### config.mk
export PLATFORM = sky130hd
export DESIGN_NAME = muldiv_unit
export DESIGN_NICKNAME = d
export VERILOG_FILES = /design/src/rtl/types_pkg.sv /design/src/rtl/muldiv_operand_prep.sv /design/src/rtl/muldiv_unit.sv
export SDC_FILE = /design/constraint.sdc
export NUM_CORES = 1
export LEC_CHECK = 0
export ABC_AREA = 0
export ABC_CLOCK_PERIOD_IN_PS = 3600
export BUFFER_PORTS_ARGS = -buffer_cell sky130_fd_sc_hd__buf_2
export CORE_MARGIN = 2
export CORE_UTILIZATION = 57
export CTS_CLUSTER_SIZE = 14
export DETAILED_ROUTE_END_ITERATION = 10
export PLACE_DENSITY = 0.83
export SLEW_MARGIN = 0
export SYNTH_ARGS = -nofsm -noshare
export SYNTH_HDL_FRONTEND = slang
export SYNTH_SLANG_ARGS = --single-unit
### constraint.sdc
create_clock -name clk -period 3.6 [get_ports clk]
set_input_delay 0.72 -clock clk [delete_from_list [all_inputs] [get_ports clk]]
set_output_delay 0.72 -clock clk [all_outputs]
set_load 0.01 [all_outputs]
### src/rtl/types_pkg.sv
// ---------------------------------------------------------------------------
// types_pkg
// Shared types for the RV32M multiply/divide unit.
//   XLEN            : default operand/result width
//   FUNCT7_MULDIV   : funct7 encoding of the M-extension instructions
//   muldiv_op_e     : funct3 selector (MUL..REMU)
//   muldiv_state_e  : sequencer states of muldiv_unit
// ---------------------------------------------------------------------------
package types_pkg;

   localparam int XLEN = 32;

   localparam logic [6:0] FUNCT7_MULDIV = 7'b000_0001;

   typedef enum logic [2:0] {
      F3_MUL    = 3'b000,
      F3_MULH   = 3'b001,
      F3_MULHSU = 3'b010,
      F3_MULHU  = 3'b011,
      F3_DIV    = 3'b100,
      F3_DIVU   = 3'b101,
      F3_REM    = 3'b110,
      F3_REMU   = 3'b111
   } muldiv_op_e;

   typedef enum logic [1:0] {
      IDLE   = 2'd0,
      CALC   = 2'd1,
      FINISH = 2'd2
   } muldiv_state_e;

endpackage

### src/rtl/muldiv_operand_prep.sv
// ---------------------------------------------------------------------------
// muldiv_operand_prep
// Combinational operand conditioning: decides which operands are signed for
// the requested op, captures their signs and produces magnitudes so that the
// iterative datapath only ever works on unsigned values.
//   op           : funct3 of the operation
//   a, b         : raw rs1 / rs2 operands
//   a_neg, b_neg : operand is treated as signed and is negative
//   a_abs, b_abs : magnitudes (the most-negative value maps to 2**(XLEN-1))
// ---------------------------------------------------------------------------
module muldiv_operand_prep
   import types_pkg::*;
#(
   parameter int XLEN = types_pkg::XLEN
) (
   input  muldiv_op_e        op,
   input  logic [XLEN-1:0]   a,
   input  logic [XLEN-1:0]   b,
   output logic              a_neg,
   output logic              b_neg,
   output logic [XLEN-1:0]   a_abs,
   output logic [XLEN-1:0]   b_abs
);

   logic a_signed;
   logic b_signed;

   always_comb begin
      // MUL only needs the low half, which is sign-agnostic, so it runs unsigned
      a_signed = (op == F3_MULH) || (op == F3_MULHSU) || (op == F3_DIV) || (op == F3_REM);
      b_signed = (op == F3_MULH) || (op == F3_DIV) || (op == F3_REM);
      a_neg    = a_signed && a[XLEN-1];
      b_neg    = b_signed && b[XLEN-1];
      a_abs    = a_neg ? (-a) : a;
      b_abs    = b_neg ? (-b) : b;
   end

endmodule

### src/rtl/muldiv_unit.sv
// ---------------------------------------------------------------------------
// muldiv_unit
// Iterative RV32M multiply/divide unit: radix-2 shift-add multiply and
// restoring divide on operand magnitudes, one step per cycle for XLEN cycles,
// signs and special cases resolved in FINISH.
//   clk, rst_n : clock, asynchronous active-low reset
//   start      : request an operation (accepted only in IDLE)
//   op, a, b   : funct3 and operands, latched when start is accepted
//   flush      : abort, returns to IDLE on the next edge (beats start)
//   busy       : high in CALC and FINISH
//   done       : one-cycle completion pulse (in FINISH)
//   result     : valid with done, held afterwards
// Build option: define MULDIV_EARLY_TERM_EN to let divide-by-zero, signed
// overflow and multiply-by-zero skip CALC and finish one cycle after start.
// ---------------------------------------------------------------------------
module muldiv_unit
   import types_pkg::*;
#(
   parameter int XLEN = types_pkg::XLEN
) (
   input  logic              clk,
   input  logic              rst_n,
   input  logic              start,
   input  muldiv_op_e        op,
   input  logic [XLEN-1:0]   a,
   input  logic [XLEN-1:0]   b,
   input  logic              flush,
   output logic              busy,
   output logic              done,
   output logic [XLEN-1:0]   result
);

   localparam int CW = $clog2(XLEN) + 1;
   localparam logic [XLEN-1:0] MOST_NEG = {1'b1, {(XLEN-1){1'b0}}};
`ifdef MULDIV_EARLY_TERM_EN
   localparam bit EARLY_TERM = 1'b1;
`else
   localparam bit EARLY_TERM = 1'b0;
`endif

   function automatic logic [XLEN-1:0] cond_neg(input logic neg, input logic [XLEN-1:0] v);
      return neg ? (-v) : v;
   endfunction

   function automatic logic [2*XLEN-1:0] cond_neg_w(input logic neg, input logic [2*XLEN-1:0] v);
      return neg ? (-v) : v;
   endfunction

   muldiv_state_e     state_q, state_d;
   logic [CW-1:0]     cnt_q, cnt_d;
   muldiv_op_e        op_q, op_d;
   logic [XLEN-1:0]   a_q, a_d;
   logic [XLEN-1:0]   hi_q, hi_d;     // product high half / partial remainder
   logic [XLEN-1:0]   lo_q, lo_d;     // multiplier -> product low half / dividend -> quotient
   logic [XLEN-1:0]   md_q, md_d;     // multiplicand or divisor magnitude
   logic              neg_q, neg_d;
   logic              rem_neg_q, rem_neg_d;
   logic              div0_q, div0_d;
   logic              ovf_q, ovf_d;
   logic              mzero_q, mzero_d;
   logic [XLEN-1:0]   result_q, result_d;

   logic              a_neg, b_neg;
   logic [XLEN-1:0]   a_abs, b_abs;
   logic              is_div_in, div0_in, ovf_in, mzero_in, skip_in;
   logic [XLEN:0]     mul_sum, div_shift, div_diff;
   logic [2*XLEN-1:0] prod_fix;
   logic [XLEN-1:0]   final_res;

   muldiv_operand_prep #(.XLEN(XLEN)) u_prep (
      .op    (op),
      .a     (a),
      .b     (b),
      .a_neg (a_neg),
      .b_neg (b_neg),
      .a_abs (a_abs),
      .b_abs (b_abs)
   );

   always_comb begin
      is_div_in = op[2];
      div0_in   = is_div_in && (b == '0);
      ovf_in    = ((op == F3_DIV) || (op == F3_REM)) && (a == MOST_NEG) && (b == '1);
      mzero_in  = !is_div_in && ((a == '0) || (b == '0));
      skip_in   = EARLY_TERM && (div0_in || ovf_in || mzero_in);
   end

   // one radix-2 step of each algorithm, plus final sign/special-case fix-up
   always_comb begin
      mul_sum   = {1'b0, hi_q} + (lo_q[0] ? {1'b0, md_q} : '0);
      div_shift = {hi_q, lo_q[XLEN-1]};
      // bit XLEN of the difference is the borrow: set means "do not subtract"
      div_diff  = div_shift - {1'b0, md_q};
      prod_fix  = cond_neg_w(neg_q, {hi_q, lo_q});
      case (op_q)
         F3_MUL:                       final_res = prod_fix[XLEN-1:0];
         F3_MULH, F3_MULHSU, F3_MULHU: final_res = prod_fix[2*XLEN-1:XLEN];
         F3_DIV, F3_DIVU:              final_res = div0_q ? '1 : (ovf_q ? a_q : cond_neg(neg_q, lo_q));
         default:                      final_res = div0_q ? a_q : (ovf_q ? '0 : cond_neg(rem_neg_q, hi_q));
      endcase
      // multiply by zero may have skipped CALC, leaving the registers unprimed
      if (mzero_q) final_res = '0;
   end

   always_comb begin
      state_d   = state_q;
      cnt_d     = cnt_q;
      op_d      = op_q;
      a_d       = a_q;
      hi_d      = hi_q;
      lo_d      = lo_q;
      md_d      = md_q;
      neg_d     = neg_q;
      rem_neg_d = rem_neg_q;
      div0_d    = div0_q;
      ovf_d     = ovf_q;
      mzero_d   = mzero_q;
      result_d  = result_q;
      if (flush) begin
         state_d = IDLE;
         cnt_d   = '0;
      end else begin
         case (state_q)
            IDLE: begin
               if (start) begin
                  state_d   = skip_in ? FINISH : CALC;
                  cnt_d     = skip_in ? '0 : CW'(XLEN);
                  op_d      = op;
                  a_d       = a;
                  hi_d      = '0;
                  lo_d      = is_div_in ? a_abs : b_abs;
                  md_d      = is_div_in ? b_abs : a_abs;
                  neg_d     = a_neg ^ b_neg;
                  rem_neg_d = a_neg;
                  div0_d    = div0_in;
                  ovf_d     = ovf_in;
                  mzero_d   = mzero_in;
               end
            end
            CALC: begin
               cnt_d = cnt_q - CW'(1);
               if (op_q[2]) begin
                  if (!div_diff[XLEN]) begin
                     hi_d = div_diff[XLEN-1:0];
                     lo_d = {lo_q[XLEN-2:0], 1'b1};
                  end else begin
                     hi_d = div_shift[XLEN-1:0];
                     lo_d = {lo_q[XLEN-2:0], 1'b0};
                  end
               end else begin
                  hi_d = mul_sum[XLEN:1];
                  lo_d = {mul_sum[0], lo_q[XLEN-1:1]};
               end
               if (cnt_d == '0) state_d = FINISH;
            end
            FINISH: begin
               state_d  = IDLE;
               result_d = final_res;
            end
            default: state_d = IDLE;
         endcase
      end
   end

   always_ff @(posedge clk or negedge rst_n) begin
      if (!rst_n) begin
         state_q   <= IDLE;
         cnt_q     <= '0;
         op_q      <= F3_MUL;
         a_q       <= '0;
         hi_q      <= '0;
         lo_q      <= '0;
         md_q      <= '0;
         neg_q     <= 1'b0;
         rem_neg_q <= 1'b0;
         div0_q    <= 1'b0;
         ovf_q     <= 1'b0;
         mzero_q   <= 1'b0;
         result_q  <= '0;
      end else begin
         state_q   <= state_d;
         cnt_q     <= cnt_d;
         op_q      <= op_d;
         a_q       <= a_d;
         hi_q      <= hi_d;
         lo_q      <= lo_d;
         md_q      <= md_d;
         neg_q     <= neg_d;
         rem_neg_q <= rem_neg_d;
         div0_q    <= div0_d;
         ovf_q     <= ovf_d;
         mzero_q   <= mzero_d;
         result_q  <= result_d;
      end
   end

   always_comb begin
      busy   = (state_q != IDLE);
      done   = (state_q == FINISH) && !flush;
      result = done ? final_res : result_q;
   end

endmodule

==> impl_metrics.tcl <==
set metrics [dict create \
    status "finished, violations left" \
    violations "negative setup slack" \
    ys_seq_area_frac 0.270 \
    yosys_warnings 0 \
    via_per_inst 6.68 \
    leakage_nw 9.09 \
    finalCritPeriodShare 1.22 \
    layout_setup_ws_ns -0.780 \
    hold_buffers 0 \
    cp.required_ns 2.88 \
    worst_slew_pin_slew_ns 0.998 \
    vdd_drop_max_mv 0.473 \
    cts-root-buf "clkbuf_16" \
    fill_cells 2211 \
    clk-insertion-delay-late_ns 0.46 \
    cp_slowest_cell "or4_4" \
    setup-violations-final 32 \
    fin_setup_tns_ns -16.78 \
    dp_cells 2709 \
    post_drt_wl_per_cell_um 24.5 \
    nets 2542 \
    drtIter0Drc 2595 \
    crit_top_cell "or4_4" \
    switching_share 0.509 \
    yosysUniqueCellTypes 84 \
    postPlaceCellArea_mm2 0.0184 \
    slowest_delay_ns 0.54 \
    hold_viol 0 \
    internal-power_mw 8.18 \
    clock_path_buffers 2 \
    crit_fanout 5 \
    final_area_mm2 0.0202 \
    skew_ns 0.0192 \
    synth_ff_type "dfrtp_1" \
    syn-num-nets 2312 \
    grt_overflow 0 \
    gp_congestion 1.08 \
    drv_cap 0 \
    grt.total_usage 0.436 \
    ant_nets 0 \
    cts_sinks 176 \
    area.sequential_mm2 0.00441 \
    ys_ff_latch 176 \
    stdcell_count 2789 \
    r2r_start "lo_q[6]" \
    synthCells 2168 \
    p_sw_mw 8.47 \
    num_vias 18632 \
    synth_edf_count 0 \
    asyncSetResetFlopFracSynth 1.00 \
    pin_count 105 \
    slew_headroom 0.333 \
    cp-end-kind "output port" \
    dp_slack_ns -0.198 \
    grt_max_degree 98 \
    cts_max_level 4 \
    floorplan.initialDensity 0.583 \
    drive_above_1_share 0.228 \
    startpoint_type "flip-flop" \
    drt-pass1-iter-count 7 \
    fmax_ghz 0.228 \
    core_area_mm2 0.0279 \
    area_delta_synth_final_pct 24.1 \
    drc_errors 0 \
    dp_hpwl_mm 51.7 \
    first_global_vias 17346 \
    drt-total-wl_mm 68.2 \
    holdCritPathClass "input port to async pin" \
    power_density_mw_per_mm2 824 \
    die_h_um 173 \
    fp-row-count 61 \
    path_cells "or4_4 -> or4_4 -> or4_4 -> buf_8 -> o41ai_4 -> xnor2_1 -> a21oi_2 -> o31ai_2 -> buf_2" \
    die_area_mm2 0.0299 \
    multi_input_area_mm2 0.0118 \
    antenna_found_initial 2 \
    path_class "flip-flop to output port" \
    ff2ff_path_depth 15 \
    clk_pin_slew_ns 0.07 \
    post-route-util 0.723 \
    portBuffers 104 \
    p_clk_frac 0.114 \
    die_x_um 173 \
    timing.rr.end "result_q[17]" \
    power_frac_seq 0.176 \
    cts_tree "done" \
    comb_power_share 0.710 \
    rsz0062_at_grt "yes" \
    cts_buffers 17 \
    period_minus_slack_ns 4.38 \
    p_total_mw 16.7 \
    grt_pass1_wl_mm 101 \
    whs_ns 0.255 \
    reg2reg_slack_ns 0.01 \
    slew_violations 0 \
    syn_avg_cell_area_um2 7.51 \
    antenna_cells 0 \
    synth_area_mm2 0.0163 \
    arrival_ns 3.66 \
]
## synth_stat cells, types with 28 or more instances
| master | number | area (um2) |
|---|---|---|
| a21oi_1 | 213 | 1070 |
| clkbuf_1 | 136 | 510 |
| o31ai_1 | 43 | 323 |
| mux2i_1 | 71 | 711 |
| xnor2_1 | 128 | 1120 |
| ha_1 | 71 | 888 |
| nor3_1 | 42 | 210 |
| inv_1 | 69 | 259 |
| xor2_1 | 79 | 692 |
| dfrtp_1 | 176 | 4400 |
| o21ai_0 | 191 | 956 |
| nand2_1 | 335 | 1260 |
| nand3_1 | 28 | 140 |
| nor2_1 | 185 | 694 |
## cells by family (layout without fill, tap and decap cells)
family | count (synthesis) | count (layout) | share of synthesized area
adders and majority gates | 73 | 73 | 0.0570
and+or+nand+nor | 739 | 739 | 0.206
buffers and inverters | 222 | 465 | 0.0524
muxes | 76 | 76 | 0.0471
AOI/OAI and AO/OA | 674 | 674 | 0.255
xor gates and xnor gates | 208 | 208 | 0.112
DFF | 176 | 176 | 0.270
## routing by layer
metal	wire, um	GRT usage	vias to the layer above
li1	-	-	8217
met1	25800	0.547	8753
met2	29700	0.678	1332
met3	8150	0.132	326
met4	4570	0.226	4
met5	27	0	-
## cell type report
class	instances	share of cell area
tap	378	0.0234
timing repair buffer	362	0.130
clock inverter	13	0.00712
clock buffer	19	0.0219
sequential	176	0.218
multi-input combinational	1770	0.586
inverter	71	0.0134
## critical path, delay by kind of cell, from the launching register on
kind	cells	cell delay (ns)
xor+xnor	1	0.20
flops	1	0.38
buf+inv	2	0.37
compound gates	3	0.68
simple gates	3	1.59
## repair_timing
| action | 4_1_cts | 5_1_grt |
|---|---|---|
| buffers inserted | 23 | 27 |
| endpoints found under the setup margin | 47 | 62 |
| gates cloned | 1 | 1 |
| resized for setup | 90 | 98 |
| pin swaps | 79 | 48 |
## flip-flops by register name (all words and copies together) (netlist names)
register	flops
a_q	32
hi_q	32
lo_q	32
md_q	32
result_q	32
cnt_q	6
op_q	3
state_q	2
div0_q	1
mzero_q	1
neg_q	1
ovf_q	1
rem_neg_q	1
## power groups by stage
stage	Combinational, mW	Clock (mW)	Sequential [mW]
6_report	11.8	1.90	2.93
5_1_grt	12.5	1.97	2.96
4_1_cts	10.6	1.89	2.88
3_5_place_dp	10.3	0	2.90
3_3_place_gp	10.1	0	2.87
2_1_floorplan	6.41	0	2.79
## worst max-delay path by stage
stage          startpoint         end  slack [ns]  cells after the start
2_1_floorplan     hi_q[2]  result[31]       -0.16                     10
3_3_place_gp      hi_q[9]  result[31]       -0.16                     11
3_5_place_dp      hi_q[9]  result[31]       -0.20                     12
4_1_cts           hi_q[2]  result[31]       -0.67                     11
5_1_grt          hi_q[18]  result[26]       -0.82                     13
6_report          lo_q[6]  result[23]       -0.78                      9
## layout by cell type (no fill, tap or decap), types with 27 or more instances in the layout
cell type / count
nand2_1: 329
xor2_1: 77
o21ai_0: 161
inv_1: 68
mux2i_1: 70
a21oi_1: 203
dfrtp_1: 175
xnor2_1: 121
ha_1: 68
buf_4: 238
nor3_1: 36
nand3_1: 27
buf_2: 100
nor2_1: 181
(Power assumes the default switching activity.)
